===== src/rtl/mod_inverse_if.sv =====
// Request/response bundle for the modular inverse unit.
//   Start  - level request, held by the requester until Done or Fail
//   a, m   - operand and odd modulus, sampled when the request is taken
//   inv    - registered result, valid while Done is high
//   Done   - result valid (held)
//   Fail   - no inverse exists or operands are out of range (held)
//   Busy   - operation in progress
// master: requester side; slave: the inverse unit.
interface mod_inverse_if #(
    parameter int unsigned WIDTH = 16
);
    logic             Start;
    logic [WIDTH-1:0] a;
    logic [WIDTH-1:0] m;
    logic [WIDTH-1:0] inv;
    logic             Done;
    logic             Fail;
    logic             Busy;

    modport master (
        output Start,
        output a,
        output m,
        input  inv,
        input  Done,
        input  Fail,
        input  Busy
    );

    modport slave (
        input  Start,
        input  a,
        input  m,
        output inv,
        output Done,
        output Fail,
        output Busy
    );
endinterface


===== src/rtl/mod_inverse.sv =====
// Iterative modular inverse: inv = a^-1 mod m via the binary extended Euclidean algorithm.
// One action is performed per Step cycle; a and m are sampled only when the request is taken.
// Ports:
//   Clk    - clock
//   Reset  - synchronous, active-high reset; aborts any operation without Done/Fail
//   bus    - mod_inverse_if slave modport (Start, a, m in; inv, Done, Fail, Busy out)
// All outputs come straight from registers.
module mod_inverse #(
    parameter int unsigned WIDTH = 16
) (
    input  logic          Clk,
    input  logic          Reset,
    mod_inverse_if.slave  bus
);
    localparam int unsigned XW = WIDTH + 1;

    typedef enum logic [2:0] {
        StIdle,
        StInit,
        StStep,
        StDone,
        StFail
    } state_e;

    state_e           state_q, state_d;
    logic [WIDTH-1:0] u_q, u_d;
    logic [WIDTH-1:0] v_q, v_d;
    logic [WIDTH-1:0] mr_q, mr_d;
    logic [XW-1:0]    x1_q, x1_d;
    logic [XW-1:0]    x2_q, x2_d;
    logic [WIDTH-1:0] inv_q, inv_d;
    logic             done_q, done_d;
    logic             fail_q, fail_d;
    logic             busy_q, busy_d;

    logic [XW-1:0]    mr_ext;

    assign mr_ext = {1'b0, mr_q};

    // Halve x modulo mod: add the odd modulus first when x is odd so the shift is exact.
    // x < mod < 2^WIDTH, so x + mod fits in WIDTH+1 bits.
    function automatic logic [XW-1:0] halve_mod(input logic [XW-1:0] x,
                                                 input logic [XW-1:0] mod);
        logic [XW-1:0] sum;
        sum = x[0] ? (x + mod) : x;
        return sum >> 1;
    endfunction

    // (x - y) mod mod for x, y in [0, mod-1]; the wrap case stays below 2^(WIDTH+1).
    function automatic logic [XW-1:0] sub_mod(input logic [XW-1:0] x,
                                              input logic [XW-1:0] y,
                                              input logic [XW-1:0] mod);
        return (x >= y) ? (x - y) : (x + mod - y);
    endfunction

    always_ff @(posedge Clk) begin
        if (Reset) begin
            state_q <= StIdle;
            u_q     <= '0;
            v_q     <= '0;
            mr_q    <= '0;
            x1_q    <= '0;
            x2_q    <= '0;
            inv_q   <= '0;
            done_q  <= 1'b0;
            fail_q  <= 1'b0;
            busy_q  <= 1'b0;
        end else begin
            state_q <= state_d;
            u_q     <= u_d;
            v_q     <= v_d;
            mr_q    <= mr_d;
            x1_q    <= x1_d;
            x2_q    <= x2_d;
            inv_q   <= inv_d;
            done_q  <= done_d;
            fail_q  <= fail_d;
            busy_q  <= busy_d;
        end
    end

    always_comb begin
        state_d = state_q;
        u_d     = u_q;
        v_d     = v_q;
        mr_d    = mr_q;
        x1_d    = x1_q;
        x2_d    = x2_q;
        inv_d   = inv_q;

        unique case (state_q)
            StIdle: begin
                if (bus.Start) begin
                    u_d     = bus.a;
                    v_d     = bus.m;
                    mr_d    = bus.m;
                    x1_d    = XW'(1);
                    x2_d    = '0;
                    state_d = StInit;
                end
            end
            StInit: begin
                if (!mr_q[0] || (mr_q < WIDTH'(3)) || (u_q == '0) || (u_q >= mr_q)) begin
                    inv_d   = '0;
                    state_d = StFail;
                end else begin
                    state_d = StStep;
                end
            end
            StStep: begin
                if (u_q == WIDTH'(1)) begin
                    inv_d   = x1_q[WIDTH-1:0];
                    state_d = StDone;
                end else if (v_q == WIDTH'(1)) begin
                    inv_d   = x2_q[WIDTH-1:0];
                    state_d = StDone;
                end else if ((u_q == '0) || (v_q == '0)) begin
                    // Reached zero without hitting one: gcd(a, m) != 1.
                    inv_d   = '0;
                    state_d = StFail;
                end else if (!u_q[0]) begin
                    u_d  = u_q >> 1;
                    x1_d = halve_mod(x1_q, mr_ext);
                end else if (!v_q[0]) begin
                    v_d  = v_q >> 1;
                    x2_d = halve_mod(x2_q, mr_ext);
                end else if (u_q >= v_q) begin
                    u_d  = u_q - v_q;
                    x1_d = sub_mod(x1_q, x2_q, mr_ext);
                end else begin
                    v_d  = v_q - u_q;
                    x2_d = sub_mod(x2_q, x1_q, mr_ext);
                end
            end
            StDone: begin
                if (!bus.Start) begin
                    state_d = StIdle;
                end
            end
            StFail: begin
                if (!bus.Start) begin
                    state_d = StIdle;
                end
            end
            default: begin
                state_d = StIdle;
            end
        endcase

        // Flags are registered from the next state so they line up with it.
        done_d = (state_d == StDone);
        fail_d = (state_d == StFail);
        busy_d = (state_d == StInit) || (state_d == StStep);
    end

    assign bus.inv  = inv_q;
    assign bus.Done = done_q;
    assign bus.Fail = fail_q;
    assign bus.Busy = busy_q;
endmodule


===== src/flat_wrapper.sv =====
// flat-port wrapper written by rule: the top's interface ports become plain ports
module mod_inverse_flat 
#(
    parameter int unsigned WIDTH = 16
)
  (Clk, Reset, bus_Start, bus_a, bus_m, bus_inv, bus_Done, bus_Fail, bus_Busy);
  mod_inverse_if #(.WIDTH(WIDTH)) bus_i ();
  input  logic Clk;
  input  logic Reset;
  input wire logic [$bits(bus_i.Start)-1:0] bus_Start;
  input wire logic [$bits(bus_i.a)-1:0] bus_a;
  input wire logic [$bits(bus_i.m)-1:0] bus_m;
  output wire logic [$bits(bus_i.inv)-1:0] bus_inv;
  output wire logic [$bits(bus_i.Done)-1:0] bus_Done;
  output wire logic [$bits(bus_i.Fail)-1:0] bus_Fail;
  output wire logic [$bits(bus_i.Busy)-1:0] bus_Busy;
  assign bus_i.Start = bus_Start;
  assign bus_i.a = bus_a;
  assign bus_i.m = bus_m;
  assign bus_inv = bus_i.inv;
  assign bus_Done = bus_i.Done;
  assign bus_Fail = bus_i.Fail;
  assign bus_Busy = bus_i.Busy;
  mod_inverse #(.WIDTH(WIDTH)) u_core (.Clk(Clk), .Reset(Reset), .bus(bus_i));
endmodule

===== config.mk =====
export PLATFORM = sky130hd
export DESIGN_NAME = mod_inverse_flat
export DESIGN_NICKNAME = d
export VERILOG_FILES = /design/src/rtl/mod_inverse_if.sv /design/src/rtl/mod_inverse.sv /design/src/flat_wrapper.sv
export SDC_FILE = /design/constraint.sdc
export NUM_CORES = 1
export LEC_CHECK = 0
export CAP_MARGIN = 20
export CORE_MARGIN = 3
export CORE_UTILIZATION = 65
export CTS_CLUSTER_DIAMETER = 50
export DETAILED_ROUTE_END_ITERATION = 10
export GPL_ROUTABILITY_DRIVEN = 0
export PLACE_DENSITY = 0.85
export REMOVE_ABC_BUFFERS = 1
export SYNTH_ARGS = -nofsm -noshare
export SYNTH_HDL_FRONTEND = slang
export SYNTH_SLANG_ARGS = --single-unit

===== constraint.sdc =====
create_clock -name Clk -period 7.7 [get_ports Clk]
set_clock_uncertainty 0.2 [all_clocks]
set_input_delay 1.54 -clock Clk [delete_from_list [all_inputs] [get_ports Clk]]
set_output_delay 1.54 -clock Clk [all_outputs]
set_load 0.05 [all_outputs]

==> impl_metrics.py, run 1 <==
metrics = {
    "run_status": {
        "outcome": "complete, but fails checks",
        "violations": "design-rule violations",
    },
    "routing": {
        "totalWireLength_um": 36600,
        "drt-pass1-iter-count": 10,
        "route.detailed.drc": 1,
        "drt-wirelength-per-cell_um": 20.4,
        "route.antenna.remaining_nets": 0,
        "vias_per_cell": 6.85,
        "drt_iter0_markers": 1280,
        "vias": 12300,
    },
    "grt": {
        "global_route.overflow_total": 0,
        "track_usage": 0.359,
        "grt_pass1_vias": 11800,
        "grt_first_pass_wirelength_um": 58300,
        "pin_count_of_the_biggest_net_entering_global_routing": 47,
        "initial_antenna_violation_count": 0,
    },
    "worst_setup_path": {
        "critPathLaunch": "u_core.mr_q[0]$_SDFFE_PP0P_",
        "reg2reg_setup_slack_ns": 2.99,
        "critical_path.reg2reg.endpoint": "u_core.x1_q[16]$_SDFFE_PP0P_",
        "crit_path_end_kind": "register",
        "critPathMaxStageDelay_ns": 0.51,
        "cpLargestDelayFamily": "compound AO/OA/AOI/OAI gates",
        "crit_path_end": "u_core.x1_q[16]$_SDFFE_PP0P_",
        "path_cells": "ha_1 > inv_1 > fa_1 > nand2b_1 > a21oi_1 > o221ai_1 > a31oi_1 > o21a_1 > nor2_1 > ha_1 > nand2_1 > o21ai_0 > a2111oi_0 > o21bai_1 > a21oi_1 > xnor2_1 > xnor2_1 > a211oi_1",
        "timing.reg2reg.worst_path_depth": 18,
        "cp_data_arrival_time_ns": 4.79,
        "critical-path-slowest-cell": "dfxtp_1",
        "critical_path.reg2reg.startpoint": "u_core.mr_q[0]$_SDFFE_PP0P_",
        "setup.worst_path.class": "reg -> reg",
        "worstPathMaxFanout": 5,
        "critical_path_buffers_and_inverters": 1,
        "critical_path_required_ns": 7.78,
        "launching_element_type_of_the_critical_path": "register",
        "crit_path_depth": 18,
    },
    "yosys": {
        "async_flop_share": 0,
        "synth.top_cells.by_area": "dfxtp_1 (18%), ha_1 (15%), a21oi_1 (6.7%)",
        "synthesis.area_um2": 11800,
        "post-synth-top-area-cell": "dfxtp_1",
        "gate_count_of_the_mapped_netlist": 1566,
        "synth_seq_area_share": 0.177,
        "synth_largest_type_area_fraction": 0.177,
        "number_of_enable_flip_flop_cells_after_synthesis": 0,
        "average_cell_area_after_synthesis_um2": 7.52,
        "ys_warn_count": 0,
        "post_synth_num_cell_types": 78,
        "synth_flop_cell": "dfxtp_1",
        "synth.ff_latch_count": 104,
    },
    "sta": {
        "transition_time_of_the_tightest_slew_check_pin_ns": 1.10,
        "timing.final.crit_period_ns": 4.71,
        "setup_slack_ns": 2.99,
        "setup_total_negative_slack_ns": 0,
        "timing_max_transition_violations_final": 0,
        "setup_repair_after_global_routing_missed_its_margin": "no",
        "clock.fmax_mhz": 212,
        "final.period_utilization": 0.612,
        "finalSetupViolations": 0,
        "max_slew_margin": 0.266,
        "finalHoldViolCount": 0,
    },
    "floorplan": {
        "die_h_um": 141,
        "rows": 48,
        "die_x_um": 141,
        "die_area_um2": 19800,
        "core_region_area_um2": 17500,
        "io_pins": 54,
        "initial_utilization": 0.671,
    },
    "finish": {
        "most_common_cell_after_layout_fill_and_taps_aside": "a21oi_1",
        "seqCellArea_um2": 2080,
        "commonest_cells_after_routing_fill_and_taps_aside": "a21oi_1 (157), ha_1 (145), nor2_1 (124)",
        "antenna-diode-count": 0,
        "final_layout_size_suffix_gt1_frac": 0.0427,
        "final_core_util": 0.724,
        "layout.filler_cells": 1436,
        "synthToLayoutAreaGrowth_pct": 7.78,
        "fin_nets": 1753,
        "area_occupied_by_multi_input_gates_um2": 8940,
    },
    "run": {
        "maxCapViolCount": 0,
    },
    "placement": {
        "io_buffer_count": 53,
        "estimated_wirelength_of_the_detail_placed_design_um": 27700,
        "detailedPlace.worstSlack_ns": 2.90,
    },
    "power": {
        "p_leak_nw": 5.16,
        "vdd_drop_max_mv": 0.133,
        "power_density_nw_per_um2": 181,
    },
    "clocking": {
        "max-clock-path-buffers": 2,
        "post_cts_hold_buffer_count": 0,
        "tritoncts_num_sinks": 104,
        "clock-root-buffer": "clkbuf_16",
        "cts_tree": "built",
        "h_tree_depth_reported_by_cts": 3,
        "cts_resized": 0,
        "clock_buffer_count_from_cts": 9,
        "cts.reportedPaths.clkPinSlew_ns": 0.08,
        "clkLatencyLatePin_ns": 0.37,
        "post_cts.repair.setup_buffers": 0,
    },
    "worst_hold_path": {
        "hold_class": "reg -> reg",
        "timing.hold.worst.start": "u_core.bus.inv[2]$_SDFFE_PP0P_",
    },
}
-- Yosys cell counts, types with 8 or more instances --
cell type and number:
a21oi_1 157, ha_1 145, nor2_1 125, nand2_1 122, inv_1 114, dfxtp_1 104
o21ai_0 84, xnor2_1 70, clkbuf_1 60, nor3_1 45, a211oi_1 43, a21o_1 40
o211ai_1 32, xor2_1 32, mux2i_1 27, nand3_1 25, nor2b_1 20, a31oi_1 17
nand4_1 17, nand2b_1 16, o21a_1 16, o2bb2ai_1 16, o221ai_1 15, a221oi_1 14
buf_2 13, nor4_1 12, o31ai_1 12, or3_1 12, a2111oi_0 11, o21bai_1 9
a22o_1 8, fa_1 8
-- stage by stage --
step	power, mW	cells	hold slack (ns)	instance area (um2)
floorplan	1.51	1483	0.256	11400
detailed placement	1.80	1777	0.245	12400
CTS	2.26	1792	0.267	12600
finish	2.30	1794	0.263	12700
global route	2.42	1794	0.288	12700
global placement	1.78	1777	0.243	12400
-- flip-flops by register name (all words and copies together), names as in the netlist --
register and flops:
u_core.x1_q 17, u_core.x2_q 17, u_core.bus.inv 16, u_core.mr_q 16
u_core.u_q 16, u_core.v_q 16, u_core.state_q 3, u_core.bus.Busy 1
u_core.bus.Done 1, u_core.bus.Fail 1
-- cell type report --
cell class / instances / share of cell area
clock inverter: 6 / 0.00365
clock buffer: 9 / 0.0177
inverter: 114 / 0.0337
timing repair buffer: 71 / 0.0541
multi-input combinational: 1265 / 0.705
tap: 225 / 0.0222
sequential: 104 / 0.164
-- power breakdown --
| group | internal [mW] | total [mW] | switching [mW] |
|---|---|---|---|
| Combinational | 0.494 | 1.22 | 0.724 |
| Clock | 0.220 | 0.458 | 0.237 |
| Sequential | 0.569 | 0.620 | 0.0504 |
-- cell families (layout without fill, tap and decap cells) --
family	Yosys count	count (layout)	share of synthesized area
buffers and inverters	197	200	0.0667
adder cells (fa/ha/maj)	153	153	0.168
AO/OA/AOI/OAI	553	553	0.318
multiplexers	33	33	0.0287
AND/OR/NAND/NOR	424	424	0.167
XOR/XNOR	102	102	0.0759
flip-flops	104	104	0.177
-- worst min-delay path by stage --
stage,endpoint,slack (ns),cells after the start
floorplan,u_core.v_q[10]$_SDFFE_PP0P_,0.26,2
global placement,u_core.bus.inv[12]$_SDFFE_PP0P_,0.24,1
detailed placement,u_core.bus.inv[2]$_SDFFE_PP0P_,0.25,1
CTS,u_core.bus.inv[12]$_SDFFE_PP0P_,0.27,1
global route,u_core.bus.inv[6]$_SDFFE_PP0P_,0.29,1
finish,u_core.bus.inv[2]$_SDFFE_PP0P_,0.26,1
-- routing by layer --
metal	vias to the layer above	GRT usage	share of wire
met5	-	0	0
met4	0	0.195	0.055
met3	158	0.0597	0.091
met2	712	0.591	0.46
met1	5674	0.447	0.40
li1	5745	-	-
Note: power is estimated with default switching activity, not from simulation.
==> run 2, diff against run 1 <==
--- a/config.mk
+++ b/config.mk
@@ -7,11 +7,11 @@
 export LEC_CHECK = 0
 export CAP_MARGIN = 20
 export CORE_MARGIN = 3
-export CORE_UTILIZATION = 65
+export CORE_UTILIZATION = 63
 export CTS_CLUSTER_DIAMETER = 50
 export DETAILED_ROUTE_END_ITERATION = 10
 export GPL_ROUTABILITY_DRIVEN = 0
-export PLACE_DENSITY = 0.85
+export PLACE_DENSITY = 0.83
 export REMOVE_ABC_BUFFERS = 1
 export SYNTH_ARGS = -nofsm -noshare
 export SYNTH_HDL_FRONTEND = slang
==> constraint.sdc (replaced) <==
create_clock -name Clk -period 4.6 [get_ports Clk]
set_clock_uncertainty 0.2 [all_clocks]
set_input_delay 0.92 -clock Clk [delete_from_list [all_inputs] [get_ports Clk]]
set_output_delay 0.92 -clock Clk [all_outputs]
set_load 0.05 [all_outputs]
==> run 2 against run 1 <==
Net effect:
- the run now ends clean
- cell count increased by 0.72%
- setup slack worse by 2.7 ns
- global-route usage decreased by 0.73 points
- via count down 0.68%
- routed wire length down 0.60%
- fmax increased by 10%
- sequential cell count did not move
- critical path type unchanged
- final area up 0.76%
==> impl_metrics.py, run 2 (synthesis gave the netlist of run 1 again) <==
metrics = {
    "grt": {
        "initial_antenna_violation_count": 0,
        "track_usage": 0.351,
        "global_route.overflow_total": 0,
        "grt_pass1_vias": 11700,
        "pin_count_of_the_biggest_net_entering_global_routing": 47,
        "grt_first_pass_wirelength_um": 58400,
    },
    "clocking": {
        "post_cts.repair.setup_buffers": 0,
        "h_tree_depth_reported_by_cts": 3,
        "clkLatencyLatePin_ns": 0.37,
        "tritoncts_num_sinks": 104,
        "cts_resized": 0,
        "post_cts_hold_buffer_count": 0,
        "clock_buffer_count_from_cts": 9,
        "max-clock-path-buffers": 2,
        "clock-root-buffer": "clkbuf_16",
        "cts_tree": "built",
        "cts.reportedPaths.clkPinSlew_ns": 0.08,
    },
    "sta": {
        "finalSetupViolations": 0,
        "finalHoldViolCount": 0,
        "timing.final.crit_period_ns": 4.28,
        "setup_repair_after_global_routing_missed_its_margin": "no",
        "final.period_utilization": 0.930,
        "max_slew_margin": 0.291,
        "clock.fmax_mhz": 234,
        "transition_time_of_the_tightest_slew_check_pin_ns": 1.06,
        "timing_max_transition_violations_final": 0,
    },
    "finish": {
        "final_layout_size_suffix_gt1_frac": 0.0513,
        "fin_nets": 1761,
        "commonest_cells_after_routing_fill_and_taps_aside": "a21oi_1 (155), ha_1 (145), nor2_1 (124)",
        "most_common_cell_after_layout_fill_and_taps_aside": "a21oi_1",
        "final_core_util": 0.705,
        "synthToLayoutAreaGrowth_pct": 8.60,
        "antenna-diode-count": 0,
        "largestRegisters": "u_core.x1_q: 17 flops, u_core.x2_q: 17 flops",
        "finish.instance_area_um2": 12800,
        "layout.filler_cells": 1542,
    },
    "worst_setup_path": {
        "critical_path.reg2reg.endpoint": "u_core.x1_q[12]$_SDFFE_PP0P_",
        "critical_path_required_ns": 4.65,
        "launching_element_type_of_the_critical_path": "register",
        "critPathLaunch": "u_core.x1_q[1]$_SDFFE_PP0P_",
        "reg2reg_setup_slack_ns": 0.32,
        "timing.reg2reg.worst_path_depth": 16,
        "cp_data_arrival_time_ns": 4.32,
        "crit_path_end": "u_core.x1_q[12]$_SDFFE_PP0P_",
        "critical_path.reg2reg.startpoint": "u_core.x1_q[1]$_SDFFE_PP0P_",
        "setup.worst_path.class": "reg -> reg",
        "worstPathMaxFanout": 7,
        "crit_path_end_kind": "register",
    },
    "routing": {
        "drt-pass1-iter-count": 6,
        "totalWireLength_um": 36400,
        "drt_iter0_markers": 1219,
        "route.detailed.drc": 0,
        "route.antenna.remaining_nets": 0,
        "drt-wirelength-per-cell_um": 20.1,
        "vias_per_cell": 6.75,
        "vias": 12200,
    },
    "placement": {
        "estimated_wirelength_of_the_detail_placed_design_um": 27900,
        "post_dp_cell_area_um2": 12500,
        "io_buffer_count": 53,
    },
    "floorplan": {
        "die_area_um2": 20400,
        "initial_utilization": 0.649,
        "rows": 49,
        "core_region_area_um2": 18100,
        "die_x_um": 143,
        "io_pins": 54,
        "die_h_um": 143,
    },
    "power": {
        "switching_power_mw": 1.72,
        "p_leak_nw": 5.21,
        "switching_share": 0.441,
        "combPwrFrac": 0.529,
        "power.internal_mw": 2.18,
        "vdd_drop_max_mv": 0.184,
        "power_density_nw_per_um2": 305,
        "seq_pwr_share": 0.266,
        "clkPwrFrac": 0.206,
    },
    "run_status": {
        "outcome": "finished clean",
    },
    "worst_hold_path": {
        "hold_class": "reg -> reg",
    },
    "run": {
        "maxCapViolCount": 0,
    },
}
[run 2: changes by cell type in the layout (fill, tap and decap cells not counted), sizes merged]
| cell | delta |
|---|---|
| inv | +3 |
| buf | +9 |
| clkinvlp | -2 |
| clkbuf | -1 |
[run 2: power groups by stage]
stage / combinational, mW / sequential (mW) / clock [mW]
2_1_floorplan: 1.49 / 1.04 / 0
4_1_cts: 2.00 / 1.03 / 0.797
3_3_place_gp: 1.94 / 1.05 / 0
6_report: 2.06 / 1.04 / 0.802
3_5_place_dp: 1.98 / 1.05 / 0
5_1_grt: 2.25 / 1.04 / 0.828
[run 2: worst min path at each step]
stage	startpoint	endpoint	cells after the start
after floorplan	u_core.v_q[10]$_SDFFE_PP0P_	u_core.v_q[10]$_SDFFE_PP0P_	2
after global placement	u_core.bus.inv[5]$_SDFFE_PP0P_	u_core.bus.inv[5]$_SDFFE_PP0P_	1
after detailed placement	u_core.bus.inv[6]$_SDFFE_PP0P_	u_core.bus.inv[6]$_SDFFE_PP0P_	1
after CTS	u_core.bus.inv[8]$_SDFFE_PP0P_	u_core.bus.inv[8]$_SDFFE_PP0P_	1
after global routing	u_core.bus.inv[11]$_SDFFE_PP0P_	u_core.bus.inv[11]$_SDFFE_PP0P_	1
final	u_core.bus.inv[8]$_SDFFE_PP0P_	u_core.bus.inv[8]$_SDFFE_PP0P_	1
[run 2: cell type report]
cell class / count / area (um2) / share of cell area
sequential: 104 / 2080 / 0.163
inverter: 114 / 428 / 0.0335
tap: 229 / 287 / 0.0224
timing repair buffer: 79 / 741 / 0.0579
clock buffer: 9 / 225 / 0.0176
multi-input combinational: 1265 / 8960 / 0.701
clock inverter: 7 / 62.6 / 0.00489
[run 2: per-stage QoR]
stage | std cells | setup WS, ns | hold WS, ns | setup TNS (ns) | power [mW]
floorplan | 1483 | -0.0807 | 0.256 | -0.119 | 2.53
global placement | 1790 | 0.335 | 0.242 | 0 | 2.99
detailed placement | 1790 | 0.173 | 0.247 | 0 | 3.03
CTS | 1806 | 0.147 | 0.268 | 0 | 3.82
global route | 1807 | 0.0510 | 0.278 | 0 | 4.12
finish | 1807 | 0.322 | 0.264 | 0 | 3.90
[run 2: worst max-delay path: stages, from the launching register on]
cell      delay (ns)
dfxtp_1         0.45
inv_1           0.23
fa_1            0.48
nand2b_1        0.20
nand2b_1        0.10
a21oi_1         0.09
xnor2_1         0.21
ha_1            0.31
o21ai_0         0.10
nor2_1          0.11
o41ai_1         0.57
o21ai_0         0.18
a21oi_1         0.20
xor2_1          0.15
o21ai_0         0.12
a221oi_1        0.35
a211oi_1        0.09
[run 2: per-layer routing]
metal | vias to the layer above | wire length, um | track usage
li1 | 5763 | - | -
met1 | 5685 | 14900 | 0.439
met2 | 622 | 16600 | 0.600
met3 | 135 | 2930 | 0.0472
met4 | 0 | 1920 | 0.163
met5 | - | 0 | 0
